$ cat config.mk
export PLATFORM = sky130hd
export DESIGN_NAME = dte_req_queue_flat
export DESIGN_NICKNAME = d
export VERILOG_FILES = /design/src/rtl/dte_req_queue_pkg.sv /design/src/rtl/dte_req_queue_if.sv /design/src/rtl/dte_req_fifo.sv /design/src/rtl/dte_req_queue.sv /design/src/flat_wrapper.sv
export SDC_FILE = /design/constraint.sdc
export NUM_CORES = 1
export LEC_CHECK = 0
export CAP_MARGIN = 20
export CORE_MARGIN = 10
export CORE_UTILIZATION = 49
export DETAILED_ROUTE_END_ITERATION = 10
export HOLD_SLACK_MARGIN = 0.05
export PLACE_DENSITY = 0.69
export RECOVER_POWER = 50
export SYNTH_ARGS = -nofsm -noshare
export SYNTH_HDL_FRONTEND = slang
export SYNTH_SLANG_ARGS = --single-unit
$ cat constraint.sdc
create_clock -name clk -period 32.7 [get_ports clk]
set_clock_uncertainty 0.2 [all_clocks]
set_input_delay 6.54 -clock clk [delete_from_list [all_inputs] [get_ports clk]]
set_output_delay 6.54 -clock clk [all_outputs]
set_load 0.02 [all_outputs]
$ cat src/rtl/dte_req_queue_pkg.sv
// Shared types for the DTE request queue: request codes,
// the queued request bundle and the sequencer states.
package dte_pkg;

    typedef enum logic [2:0] {
        dteNone,
        dteDiagFunc,
        dteDiagRead,
        dteDiagWrite,
        dteMisc,
        dteReleaseEBUSData
    } tFEReqType;

    typedef struct packed {
        logic [63:0] reqTime;
        tFEReqType   reqType;
        logic [6:0]  reqDiag;
        logic [0:35] reqData;
    } tDteReq;

    typedef enum logic [1:0] {
        S_IDLE,
        S_ISSUE,
        S_REPLY
    } tState;

endpackage

$ cat src/rtl/dte_req_queue_if.sv
// Producer / DTE / reply bundle of the DTE request queue.
// slave is the queue side, master the producer and DTE side.
interface dte_req_queue_if
    import dte_pkg::*;
#(
    parameter int DEPTH = 8
) ();
    localparam int CW = $clog2(DEPTH + 1);

    logic          push_valid;
    logic          push_ready;
    logic [63:0]   push_time;
    tFEReqType     push_type;
    logic [6:0]    push_diag;
    logic [0:35]   push_data;

    logic          req_valid;
    logic          req_ready;
    tFEReqType     req_type;
    logic [6:0]    req_diag;
    logic [0:35]   req_data;

    logic          rsp_valid;
    logic [0:35]   rsp_data;

    logic          rep_valid;
    logic          rep_ack;
    logic [63:0]   rep_time;
    tFEReqType     rep_type;
    logic [6:0]    rep_diag;
    logic [0:35]   rep_data;

    logic [63:0]   ticks;
    logic [CW-1:0] count;
    logic          timeout;

    modport slave (
        input  push_valid, push_time, push_type,
        input  push_diag, push_data,
        output push_ready,
        output req_valid, req_type, req_diag, req_data,
        input  req_ready,
        input  rsp_valid, rsp_data,
        output rep_valid, rep_time, rep_type,
        output rep_diag, rep_data,
        input  rep_ack,
        output ticks, count, timeout
    );

    modport master (
        output push_valid, push_time, push_type,
        output push_diag, push_data,
        input  push_ready,
        input  req_valid, req_type, req_diag, req_data,
        output req_ready,
        output rsp_valid, rsp_data,
        input  rep_valid, rep_time, rep_type,
        input  rep_diag, rep_data,
        output rep_ack,
        input  ticks, count, timeout
    );
endinterface

$ cat src/rtl/dte_req_fifo.sv
// Synchronous FIFO of tDteReq with async reset.
// The head entry is always visible on head.
module dte_req_fifo
    import dte_pkg::*;
#(
    parameter  int DEPTH = 8,
    localparam int AW    = $clog2(DEPTH),
    localparam int CW    = $clog2(DEPTH + 1)
) (
    input  logic          clk,
    input  logic          reset,
    input  logic          pushEn,
    input  tDteReq        pushData,
    input  logic          popEn,
    output tDteReq        head,
    output logic          full,
    output logic          empty,
    output logic [CW-1:0] count
);
    tDteReq        mem [DEPTH];
    logic [AW-1:0] wrPtr;
    logic [AW-1:0] rdPtr;
    logic          doPush;
    logic          doPop;

    assign full   = (count == CW'(DEPTH));
    assign empty  = (count == '0);
    assign doPush = pushEn && !full;
    assign doPop  = popEn && !empty;
    assign head   = mem[rdPtr];

    always_ff @(posedge clk or posedge reset) begin
        if (reset) begin
            wrPtr <= '0;
            rdPtr <= '0;
            count <= '0;
        end else begin
            if (doPush) wrPtr <= wrPtr + 1'b1;
            if (doPop)  rdPtr <= rdPtr + 1'b1;
            count <= count + CW'(doPush) - CW'(doPop);
        end
    end

    always_ff @(posedge clk) begin
        if (doPush) mem[wrPtr] <= pushData;
    end
endmodule

$ cat src/rtl/dte_req_queue.sv
// Timed DTE request sequencer; optional reply timeout
// is enabled with the DTE_REQ_TIMEOUT_EN macro.
module dte_req_queue
    import dte_pkg::*;
#(
    parameter int DEPTH   = 8,
    parameter int TIMEOUT = 1024
) (
    input logic            clk,
    input logic            reset,
    dte_req_queue_if.slave bus
);
    localparam int CW = $clog2(DEPTH + 1);

    tState         state;
    tState         stateNext;
    tDteReq        head;
    tDteReq        pushReq;
    logic          empty;
    logic          unusedFull;
    logic [CW-1:0] fifoCount;
    logic [CW-1:0] countNext;
    logic          doPush;
    logic          doPop;
    logic          issueGo;
    logic          replyGo;
    logic          expire;
    logic          dueQ;
    logic          pushReady;
    logic [63:0]   ticks;

    logic          reqValid;
    tFEReqType     reqType;
    logic [6:0]    reqDiag;
    logic [0:35]   reqData;
    tFEReqType     typeQ;
    logic [6:0]    diagQ;

    logic          repValid;
    logic [63:0]   repTime;
    tFEReqType     repType;
    logic [6:0]    repDiag;
    logic [0:35]   repData;

    assign pushReq = '{
        reqTime: bus.push_time,
        reqType: bus.push_type,
        reqDiag: bus.push_diag,
        reqData: bus.push_data
    };
    assign doPush    = bus.push_valid && pushReady;
    assign countNext = fifoCount + CW'(doPush) - CW'(doPop);

    dte_req_fifo #(.DEPTH(DEPTH)) fifo (
        .clk      (clk),
        .reset    (reset),
        .pushEn   (doPush),
        .pushData (pushReq),
        .popEn    (doPop),
        .head     (head),
        .full     (unusedFull),
        .empty    (empty),
        .count    (fifoCount)
    );

`ifdef DTE_REQ_TIMEOUT_EN
    localparam int WW = $clog2(TIMEOUT + 1);

    logic [WW-1:0] waitCnt;
    logic          timeoutQ;

    always_ff @(posedge clk or posedge reset) begin
        if (reset) begin
            waitCnt  <= '0;
            timeoutQ <= 1'b0;
        end else begin
            if (doPop) waitCnt <= '0;
            else if (state == S_REPLY) waitCnt <= waitCnt + 1'b1;
            if (expire) timeoutQ <= 1'b1;
        end
    end

    assign bus.timeout = timeoutQ;
`else
    logic unusedTimeout;

    assign unusedTimeout = ^TIMEOUT;
    assign bus.timeout   = 1'b0;
`endif

    always_comb begin
        stateNext = state;
        issueGo   = 1'b0;
        doPop     = 1'b0;
        replyGo   = 1'b0;
        expire    = 1'b0;
        unique case (state)
            S_IDLE: begin
                if (!empty && dueQ && (!repValid || bus.rep_ack)) begin
                    issueGo   = 1'b1;
                    stateNext = S_ISSUE;
                end
            end
            S_ISSUE: begin
                if (bus.req_ready) begin
                    doPop     = 1'b1;
                    stateNext = S_REPLY;
                end
            end
            S_REPLY: begin
                if (bus.rsp_valid) begin
                    replyGo   = 1'b1;
                    stateNext = S_IDLE;
`ifdef DTE_REQ_TIMEOUT_EN
                end else if (waitCnt == WW'(TIMEOUT - 1)) begin
                    expire    = 1'b1;
                    stateNext = S_IDLE;
`endif
                end
            end
            default: stateNext = S_IDLE;
        endcase
    end

    // Due compare is registered against the tick value of the
    // next cycle, keeping the 64-bit compare off the issue path.
    always_ff @(posedge clk or posedge reset) begin
        if (reset) begin
            state     <= S_IDLE;
            ticks     <= '0;
            dueQ      <= 1'b0;
            pushReady <= 1'b1;
            reqValid  <= 1'b0;
            reqType   <= dteNone;
            reqDiag   <= '0;
            reqData   <= '0;
            typeQ     <= dteNone;
            diagQ     <= '0;
            repValid  <= 1'b0;
            repTime   <= '0;
            repType   <= dteNone;
            repDiag   <= '0;
            repData   <= '0;
        end else begin
            state     <= stateNext;
            ticks     <= ticks + 64'd1;
            dueQ      <= !empty && (head.reqTime <= ticks + 64'd1);
            pushReady <= (countNext != CW'(DEPTH));
            if (issueGo) begin
                reqValid <= 1'b1;
                reqType  <= head.reqType;
                reqDiag  <= head.reqDiag;
                reqData  <= head.reqData;
            end
            if (doPop) begin
                reqValid <= 1'b0;
                typeQ    <= reqType;
                diagQ    <= reqDiag;
            end
            if (replyGo || expire) begin
                repValid <= 1'b1;
                repTime  <= ticks;
                repType  <= typeQ;
                repDiag  <= diagQ;
                repData  <= replyGo ? bus.rsp_data : '0;
            end else if (bus.rep_ack) begin
                repValid <= 1'b0;
            end
        end
    end

    assign bus.push_ready = pushReady;
    assign bus.req_valid  = reqValid;
    assign bus.req_type   = reqType;
    assign bus.req_diag   = reqDiag;
    assign bus.req_data   = reqData;
    assign bus.rep_valid  = repValid;
    assign bus.rep_time   = repTime;
    assign bus.rep_type   = repType;
    assign bus.rep_diag   = repDiag;
    assign bus.rep_data   = repData;
    assign bus.ticks      = ticks;
    assign bus.count      = fifoCount;
endmodule

$ cat src/flat_wrapper.sv
// flat-port wrapper written by rule: the top's interface ports become plain ports
module dte_req_queue_flat import dte_pkg::*;
#(
    parameter int DEPTH   = 8,
    parameter int TIMEOUT = 1024
)
  (clk, reset, bus_push_valid, bus_push_time, bus_push_type, bus_push_diag, bus_push_data, bus_push_ready, bus_req_valid, bus_req_type, bus_req_diag, bus_req_data, bus_req_ready, bus_rsp_valid, bus_rsp_data, bus_rep_valid, bus_rep_time, bus_rep_type, bus_rep_diag, bus_rep_data, bus_rep_ack, bus_ticks, bus_count, bus_timeout);
  dte_req_queue_if #(.DEPTH(DEPTH)) bus_i ();
  input logic clk;
  input logic reset;
  input wire logic [$bits(bus_i.push_valid)-1:0] bus_push_valid;
  input wire logic [$bits(bus_i.push_time)-1:0] bus_push_time;
  input wire logic [$bits(bus_i.push_type)-1:0] bus_push_type;
  input wire logic [$bits(bus_i.push_diag)-1:0] bus_push_diag;
  input wire logic [$bits(bus_i.push_data)-1:0] bus_push_data;
  output wire logic [$bits(bus_i.push_ready)-1:0] bus_push_ready;
  output wire logic [$bits(bus_i.req_valid)-1:0] bus_req_valid;
  output wire logic [$bits(bus_i.req_type)-1:0] bus_req_type;
  output wire logic [$bits(bus_i.req_diag)-1:0] bus_req_diag;
  output wire logic [$bits(bus_i.req_data)-1:0] bus_req_data;
  input wire logic [$bits(bus_i.req_ready)-1:0] bus_req_ready;
  input wire logic [$bits(bus_i.rsp_valid)-1:0] bus_rsp_valid;
  input wire logic [$bits(bus_i.rsp_data)-1:0] bus_rsp_data;
  output wire logic [$bits(bus_i.rep_valid)-1:0] bus_rep_valid;
  output wire logic [$bits(bus_i.rep_time)-1:0] bus_rep_time;
  output wire logic [$bits(bus_i.rep_type)-1:0] bus_rep_type;
  output wire logic [$bits(bus_i.rep_diag)-1:0] bus_rep_diag;
  output wire logic [$bits(bus_i.rep_data)-1:0] bus_rep_data;
  input wire logic [$bits(bus_i.rep_ack)-1:0] bus_rep_ack;
  output wire logic [$bits(bus_i.ticks)-1:0] bus_ticks;
  output wire logic [$bits(bus_i.count)-1:0] bus_count;
  output wire logic [$bits(bus_i.timeout)-1:0] bus_timeout;
  assign bus_i.push_valid = bus_push_valid;
  assign bus_i.push_time = bus_push_time;
  assign bus_i.push_type = bus_push_type;
  assign bus_i.push_diag = bus_push_diag;
  assign bus_i.push_data = bus_push_data;
  assign bus_push_ready = bus_i.push_ready;
  assign bus_req_valid = bus_i.req_valid;
  assign bus_req_type = bus_i.req_type;
  assign bus_req_diag = bus_i.req_diag;
  assign bus_req_data = bus_i.req_data;
  assign bus_i.req_ready = bus_req_ready;
  assign bus_i.rsp_valid = bus_rsp_valid;
  assign bus_i.rsp_data = bus_rsp_data;
  assign bus_rep_valid = bus_i.rep_valid;
  assign bus_rep_time = bus_i.rep_time;
  assign bus_rep_type = bus_i.rep_type;
  assign bus_rep_diag = bus_i.rep_diag;
  assign bus_rep_data = bus_i.rep_data;
  assign bus_i.rep_ack = bus_rep_ack;
  assign bus_ticks = bus_i.ticks;
  assign bus_count = bus_i.count;
  assign bus_timeout = bus_i.timeout;
  dte_req_queue #(.DEPTH(DEPTH), .TIMEOUT(TIMEOUT)) u_core (.clk(clk), .reset(reset), .bus(bus_i));
endmodule
==> results of run 1 <==
[worst max-delay path, cell delays in order]
cell and delay (ns):
dlygate4sd3_1 0.55, clkinvlp_2 3.02, clkbuf_1 2.94
[layout make-up]
type | instances | area, µm² | area share, %
sequential | 1126 | 32600 | 61.3
antenna | 12 | 30.0 | 0.0564
inverter | 59 | 223 | 0.419
multi-input combinational | 999 | 11100 | 20.9
tap | 1176 | 1470 | 2.77
clock buffer | 163 | 3170 | 5.95
timing repair buffer | 411 | 4100 | 7.71
clock inverter | 52 | 480 | 0.903
[cells in the final DEF (no fill, tap or decap), drive strengths merged, types with 63 or more instances in the layout]
cell type,count
edfxtp,880
clkdlybuf4s50,261
dfrtp,245
mux4,220
mux2,171
clkbuf,167
nand2,133
dlygate4sd3,117
ha,76
inv,63
[cell families after synthesis]
| kind of cell | Yosys count | synth area share, % |
|---|---|---|
| DFF | 1126 | 73.6 |
| buffers and inverters | 146 | 1.26 |
| xor gates and xnor gates | 94 | 1.86 |
| muxes | 438 | 16.6 |
| and+or+nand+nor | 279 | 3.14 |
| adders and majority gates | 78 | 2.24 |
| AOI/OAI and AO/OA | 109 | 1.32 |
| other | 1 | 0.00847 |
[power by group through the flow]
stage               Clock (mW)  Sequential (mW)  Combinational, mW
floorplan                    0             1.98              0.831
global placement             0             1.92               1.31
detailed placement           0             1.94               1.34
CTS                       1.28             1.91               1.34
global route              1.34             1.93               1.44
finish                    1.26             1.91               1.32
[final timing paths]
check                                               from                                  end  slack, ns  cells after the start
setup / recovery                                   reset     u_core.fifo.rdPtr[1]$_DFFE_PP0P_      18.63                      3
hold / removal               u_core.typeQ[0]$_DFFE_PP0P_          u_core.typeQ[0]$_DFFE_PP0P_       0.28                      2
setup reg to reg           u_core.bus.ticks[1]$_DFF_PP0_                u_core.dueQ$_DFF_PP0_      25.99                     14
hold reg to reg              u_core.typeQ[0]$_DFFE_PP0P_          u_core.typeQ[0]$_DFFE_PP0P_       0.28                      2
max in group clk                           bus_rsp_valid   u_core.bus.rep_time[4]$_DFFE_PP0P_      21.86                      5
min in group asynchronous                          reset  u_core.bus.rep_time[25]$_DFFE_PP0P_       7.82                      2
[flip-flops by register name, indices dropped and copies added, names as in the netlist, 7 cells and up]
signal,flops
u_core.bus.req_diag,7
u_core.bus.rep_diag,7
u_core.fifo.mem,880
u_core.bus.req_data,36
u_core.diagQ,7
u_core.bus.rep_time,64
u_core.bus.ticks,64
u_core.bus.rep_data,36
[metal layers]
layer	share of wire (%)	vias to the layer above
li1	-	9895
met1	40	11900
met2	50	759
met3	7.4	216
met4	2.7	22
met5	0.12	-
==> impl_results.md, run 1 <==
* Status: complete, but fails checks
* Failing checks: max-capacitance violations, max-slew violations
* Top_reg_cell synth: edfxtp_1
* Total power at 4.49 mW
* Syn Nets at 2501
* Minimum clock period at 14.07 ns
* FP Rows at 110
* Crit path launch type: input pin
* Vias in the first global route at 24200
* Tot GR Track Use at 20.2%
* Final hold vios at 0
* Sequential-to-total area share from yosys stat at 73.6%
* Clock latency on the worst-skew pair at 0.68 ns
* Maximum vdd drop at 0.0767 mV
* DR WL/cell at 26.0 µm
* Pins over their slew limit at 307
* Most instantiated cells after synthesis: edfxtp_1, dfrtp_1, mux4_2
* Met2 Use GR at 34.4%
* CTS HTree Levels at 3
* Cts repair resizes at 0
* Pre-CTS setup slack at 21.76 ns
* Number of synthesized register bits at 1126
* Ranking of synthesized cells by area: edfxtp_1, dfrtp_1, mux4_2
* Initial Util at 49.3%
* Via density per instance at 5.69
* Clk buf depth at 3
* Avg Inst Size Synth at 19.5 µm²
* Placed Area at 49500 µm²
* Fill count at 6506
* WS Path Type: input pin to async pin
* Max cap viols at 6
* LEAKAGE at 19.0 nW
* Most Used Layer, Global Route: met2
* # clock sinks at 1126
* Die Y at 321 µm
* Sw Pwr at 1.34 mW
* Post-Syn Area at 44300 µm²
* GR met1 Demand/Resource at 25.4%
* Die ar. at 103000 µm²
* Antenna viol nets, final at 0
* Type of the tightest min-delay check: flip-flop to flip-flop
* GP Congestion at 0.788
* F_max at 71.1 MHz
* Critical Path AT at 13.18 ns
* Final Cell Area at 53200 µm²
* Initial DRC count at 1927
* Share of layout cells above drive strength 1 at 21.4%
* WL final at 104 mm
* # DRC at 0
* Die width at 321 µm
* Cts bufs inserted at 113
* Post-synth EDFFs at 880
* Synth unique cells at 46
* IO Port Bufs at 378
* Largest net degree at the start of global routing at 112
* Ys Warns at 0
* CORE AREA at 89900 µm²
* Final period util at 43.0%
* Area leader, netlist: edfxtp_1
* Worst slew pin tran at 5.47 ns
* CTS clock-pin slew for the worst setup and hold paths at 0.06 ns
* Setup TNS Final at 0 ns
* TritonRoute pass-1 iters at 5
* Crit path max fanout at 111
* Clock power frac at 28.0%
* Placed instance count at 3767
* Endpoints failing setup at 0
* Antenna violations before repair at 47
* Met3 global-route usage at 5.25%
* Post-Route Utilization at 59.2%
* Final #Nets at 2940
* Non-filler cells, final at 3998
* IO Pins at 380
* Hpwl dp at 64.3 mm
* Synthesis-to-finish area growth at 20.1%
* Worst endpoint required time at 31.81 ns
* Area share of the largest cell type after synthesis at 59.7%
* Worst setup EP type: async pin
* WHS at 0.281 ns
* Power share of the combinational group at 29.4%
* P_int at 3.15 mW
* Ys async rst share at 21.8%
* CTS Hold Buffers Added at 0
* Final setup margin at 18.63 ns
* Most common cell in the netlist: edfxtp_1
* Sw Share at 29.9%
* Synthesized instance count at 2271
* Slew HR at -267%
* RSZ-0062 raised after global routing: no
* Post-CTS Setup Repair Bufs at 0
* Root buffer cell: clkbuf_16
* Global route overflow at 0
* Flop pwr share at 42.5%
* Pwr dens at 84.4 nW/µm²
* Total number of vias at 22700
* TritonCTS clock tree: done
* First-pass GRT wire length at 156 mm
(Power assumes the default switching activity.)
==> run 2: changes to the inputs <==
==> constraint.sdc (replaced) <==
create_clock -name clk -period 14.24 [get_ports clk]
set_clock_uncertainty 0.2 [all_clocks]
set_input_delay 2.848 -clock clk [delete_from_list [all_inputs] [get_ports clk]]
set_output_delay 2.848 -clock clk [all_outputs]
set_load 0.02 [all_outputs]
==> run 2 against run 1 <==
  * The flow still finishes with violations (max-capacitance violations, max-slew violations)
  * Non-clock buffer count increased by 3
  * Wire length increased by 0.20%
  * Core utilization about the same
  * Global-route usage decreased by 0.15 points
  * Count of clock-buffer cells in the layout increased by 14
  * Worst setup slack got worse by 12 ns
  * Combinational power increased by 130%
  * Clock power increased by 130%
  * Register-to-register slack got worse by 18 ns
  * Critical path type unchanged
  * Largest power group unchanged
==> impl_results.md, run 2 (synthesized netlist as in run 1, its figures left out) <==
* WL final at 104 mm
* Pins over their slew limit at 292
* Type of the tightest min-delay check: flip-flop to flip-flop
* Failing checks: max-capacitance violations, max-slew violations
* # clock sinks at 1126
* Reg2reg end: u_core.dueQ$_DFF_PP0_
* WS Path Type: input pin to async pin
* WHS at 0.282 ns
* Final #Nets at 2942
* CP top delay family: buffers and inverters
* Clk buf depth at 3
* GP Congestion at 0.782
* LEAKAGE at 19.0 nW
* Crit path max fanout at 111
* Cts bufs inserted at 112
* Clock power frac at 28.2%
* Final period util at 55.7%
* Max cap viols at 5
* Pwr dens at 194 nW/µm²
* F_max at 126 MHz
* Worst R2R Start: u_core.bus.ticks[1]$_DFF_PP0_
* First-pass GRT wire length at 155 mm
* Endpoints failing setup at 0
* TritonRoute pass-1 iters at 7
* Antenna viol nets, final at 0
* Worst slew pin tran at 5.25 ns
* Reg with most FFs: u_core.fifo.mem
* Maximum vdd drop at 0.161 mV
* Clock latency on the worst-skew pair at 0.67 ns
* CP Cell Sequence: dlygate4sd3_1, clkinvlp_2, clkbuf_1
* Worst setup EP type: async pin
* # DRC at 0
* CTS Hold Buffers Added at 0
* Initial Util at 49.3%
* Cts repair resizes at 0
* TritonCTS clock tree: done
* Post-CTS Setup Repair Bufs at 0
* Tot GR Track Use at 20.1%
* CORE AREA at 89900 µm²
* P_int at 7.25 mW
* DR WL/cell at 26.0 µm
* Synthesis-to-finish area growth at 20.2%
* Vias in the first global route at 24200
* Critical Path AT at 8.08 ns
* Setup TNS Final at 0 ns
* Crit-path max cell delay at 2.92 ns
* Die width at 321 µm
* IO Pins at 380
* CTS HTree Levels at 3
* Reg2Reg Depth at 14
* R2R setup slack at 8.10 ns
* Final hold vios at 0
* CTS clock-pin slew for the worst setup and hold paths at 0.06 ns
* Number of flip-flops in the largest register at 880
* Most common cell after layout, fill and taps aside: edfxtp_1
* Critical Path Start: reset
* RSZ-0062 raised after global routing: no
* Root buffer cell: clkbuf_16
* Critical path's slowest cell: clkinvlp_2
* Largest net degree at the start of global routing at 126
* WP buf/inv at 3
* Antenna violations before repair at 50
* Global route overflow at 0
* Crit path launch type: input pin
* Power share of the combinational group at 29.2%
* Sw Pwr at 3.06 mW
* Slew HR at -252%
* Sw Share at 29.7%
* IO Port Bufs at 378
* Most frequent cells in the layout: edfxtp_1, clkdlybuf4s50_1, dfrtp_1
* Critical Path End: u_core.bus.req_data[10]$_DFFE_PP0P_
* Via density per instance at 5.69
* Die Y at 321 µm
* Die ar. at 103000 µm²
* Status: complete, but fails checks
* Total number of vias at 22700
* Hpwl dp at 65.9 mm
* Minimum clock period at 7.93 ns
* Initial DRC count at 1863
* Cell count along the critical path at 3
* Flop pwr share at 42.5%
* Post-Route Utilization at 59.2%
* FP Rows at 110
* Worst endpoint required time at 14.39 ns
* Share of layout cells above drive strength 1 at 21.4%
run 2: cell types whose count changed in the layout (fill, tap and decap cells not counted), moves of 3 or more:
cell and change:
clkbuf_1 +6, clkinv_2 -11, buf_4 +6, clkinv_4 +4
clkbuf_16 +6, buf_16 -3, clkinv_1 -5
run 2: power by group through the flow:
stage / clock [mW] / combinational (mW) / sequential (mW)
3_5_place_dp: 0 / 3.06 / 4.45
6_report: 2.91 / 3.01 / 4.38
5_1_grt: 3.09 / 3.28 / 4.43
4_1_cts: 2.96 / 3.08 / 4.39
3_3_place_gp: 0 / 3.00 / 4.42
2_1_floorplan: 0 / 1.91 / 4.55
run 2: worst min-delay path by stage:
stage | from | endpoint | cells past startpoint
after floorplan | u_core.diagQ[6]$_DFFE_PP0P_ | u_core.diagQ[6]$_DFFE_PP0P_ | 2
after global placement | u_core.typeQ[0]$_DFFE_PP0P_ | u_core.typeQ[0]$_DFFE_PP0P_ | 2
after detailed placement | u_core.typeQ[0]$_DFFE_PP0P_ | u_core.typeQ[0]$_DFFE_PP0P_ | 2
after CTS | u_core.typeQ[0]$_DFFE_PP0P_ | u_core.typeQ[0]$_DFFE_PP0P_ | 2
after global routing | u_core.bus.rep_time[31]$_DFFE_PP0P_ | u_core.bus.rep_time[31]$_DFFE_PP0P_ | 1
final | u_core.bus.req_data[1]$_DFFE_PP0P_ | u_core.bus.req_data[1]$_DFFE_PP0P_ | 2
run 2: area by class of cell:
type,instances,area [µm²]
clock inverters,34,328
fillers,6551,36600
clock buffers,177,3360
repair buffers,414,4080
multi-input cells,999,11200
inverters,59,223
diodes,11,27.5
well taps,1176,1470
flip-flops and latches,1126,32600
run 2: per-stage QoR:
step / total power [mW] / std cells / worst slack (ns) / cell area, µm²
after floorplan: 6.46 / 2271 / 2.41 / 44300
after global placement: 7.43 / 3773 / 7.75 / 49600
after detailed placement: 7.51 / 3773 / 7.70 / 49600
after CTS: 10.4 / 3984 / 8.10 / 53300
after global routing: 10.8 / 3992 / 5.36 / 53200
final: 10.3 / 3996 / 6.31 / 53200
run 2: tightest hold or removal path, stage by stage, from the launching register on:
cell	delay, ns
dfrtp_1	0.34
nand2_1	0.04
o21ai_0	0.06
run 2: routing by layer:
layer,routed length (µm),track usage (%),vias up
li1,-,-,9874
met1,41600,25.7,11800
met2,51400,33.4,787
met3,8030,5.54,215
met4,2780,5.53,36
met5,234,0,-
==> variant (flow settings as in run 2) <==
`DEPTH` is set to 8 in 4 places; all go to 4.
--- a/src/rtl/dte_req_queue_if.sv
+++ b/src/rtl/dte_req_queue_if.sv
@@ -3,7 +3,7 @@
 interface dte_req_queue_if
     import dte_pkg::*;
 #(
-    parameter int DEPTH = 8
+    parameter int DEPTH = 4
 ) ();
     localparam int CW = $clog2(DEPTH + 1);
 
--- a/src/rtl/dte_req_fifo.sv
+++ b/src/rtl/dte_req_fifo.sv
@@ -3,7 +3,7 @@
 module dte_req_fifo
     import dte_pkg::*;
 #(
-    parameter  int DEPTH = 8,
+    parameter  int DEPTH = 4,
     localparam int AW    = $clog2(DEPTH),
     localparam int CW    = $clog2(DEPTH + 1)
 ) (
--- a/src/rtl/dte_req_queue.sv
+++ b/src/rtl/dte_req_queue.sv
@@ -3,7 +3,7 @@
 module dte_req_queue
     import dte_pkg::*;
 #(
-    parameter int DEPTH   = 8,
+    parameter int DEPTH   = 4,
     parameter int TIMEOUT = 1024
 ) (
     input logic            clk,
--- a/src/flat_wrapper.sv
+++ b/src/flat_wrapper.sv
@@ -1,7 +1,7 @@
 // flat-port wrapper written by rule: the top's interface ports become plain ports
 module dte_req_queue_flat import dte_pkg::*;
 #(
-    parameter int DEPTH   = 8,
+    parameter int DEPTH   = 4,
     parameter int TIMEOUT = 1024
 )
   (clk, reset, bus_push_valid, bus_push_time, bus_push_type, bus_push_diag, bus_push_data, bus_push_ready, bus_req_valid, bus_req_type, bus_req_diag, bus_req_data, bus_req_ready, bus_rsp_valid, bus_rsp_data, bus_rep_valid, bus_rep_time, bus_rep_type, bus_rep_diag, bus_rep_data, bus_rep_ack, bus_ticks, bus_count, bus_timeout);
Ports: changed (resized bus_count); port bits go from 380 to 379. No check against the original RTL was run, so the function may have changed too.
==> variant against run 2 <==
The run still ends with max-capacitance violations, max-slew violations left; synthesized cell count fell by 33%; critical endpoint is now u_core.bus.req_data[29]; final area decreased by 36%; routed wire length down 39%; sequential cell count down 443; area after synthesis is 38% lower; sequential share of layout area is 4.9 points lower; setup slack improved by 690 ps; critical path type unchanged; total power shrank 37%; register-to-register slack worse by 30 ps; count of clock-buffer cells in the layout fell by 74; utilization up 2.8 points; sequential power shrank 37%.
==> variant: results (changes against run 2) <==
drt pass-1 iters 5 (-2); WL met3 4.83 mm (-40%); met1 Use GR 24.7% (-1.1 points); placed cell count 2606 (-31%); peak supply drop 0.000125 V (-22%); Fill cells 3997 (-39%); period utilization 50.8% (-4.9 points); Pwr Density 189 nW/um2 (-2.4%); first-pass GRT wire length 97.9 mm (-37%); Via density 5.42 (-4.9%); met2 routed WL 31.5 mm (-39%); Synth area leaders edfxtp_1, dfrtp_1, mux4_2, mux2_2, ha_1; count of port buffers added during placement 377 (-0.26%); Syn Area/Cell 18.0 um2 (-7.5%); Reg-to-Reg Start u_core.bus.ticks[15]; FFs w/ async S/R, synth 35.6% (+14 points); top cells by count, synth edfxtp_1, dfrtp_1, mux2_2, mux4_2, nand2_1; Hold Slack 273 ps (-8.95 ps); Post-DP HPWL 43.4 mm (-34%); Area after DPL 32000 um2 (-35%); Skew-Pair Late Insertion Delay 600 ps (-70 ps); Seq pwr share 42.7% (+0.2 points); register area 19300 um2 (-41%); layout cells sized above 1 19.2% (-2.2 points); Num CTS Buffers 71 (-37%); Pins Over Slew Limit 301 (+3.1%); Setup WS pre-CTS 7980 ps (+279 ps); status finished, violations left; sw frac 29.3% (-0.38 points); DRT iter0 DRCs 804 (-57%); pin count of the biggest net entering global routing 99 (-21%); routability-driven placement congestion ratio 0.789 (+0.90%); Max Cap Viol 6 (+1); total routed wirelength 63.6 mm (-39%); Total Routing Usage GR 19.4% (-0.70 points); R2R Setup Slk 8070 ps (-30 ps); failing checks max-capacitance violations, max-slew violations; met3 Track Usage GR 5.46% (-0.081 points)
## variant: changes by cell type in the layout (fill, tap and decap cells not counted), sizes merged, moves of 14 or more
cell / before / now
mux2i: 47 / 0
nand2: 133 / 82
inv: 60 / 46
clkbuf: 180 / 108
buf: 33 / 11
o21ai: 62 / 18
edfxtp: 880 / 440
mux2: 171 / 147
mux4: 220 / 110
## variant: cell families after synthesis
kind of cell,share of synthesized area [%]
fa+ha+maj,3.49
buf+inv,1.38
flops,70.5
compound gates,1.40
xor+xnor,3.49
mux,15.1
other cells,0.0137
simple gates,4.57
## variant: final cells by class
class	count	share of cell area [%]
tap	748	2.73
antenna	12	0.0877
sequential	683	56.4
timing repair buffer	393	11.4
clock inverter	28	0.749
clock buffer	103	5.99
inverter	44	0.486
multi-input combinational	739	22.2
## variant: worst max-delay path: stages
cell and delay (ps):
dlygate4sd3_1 540, clkinvlp_2 2450, clkbuf_1 1460
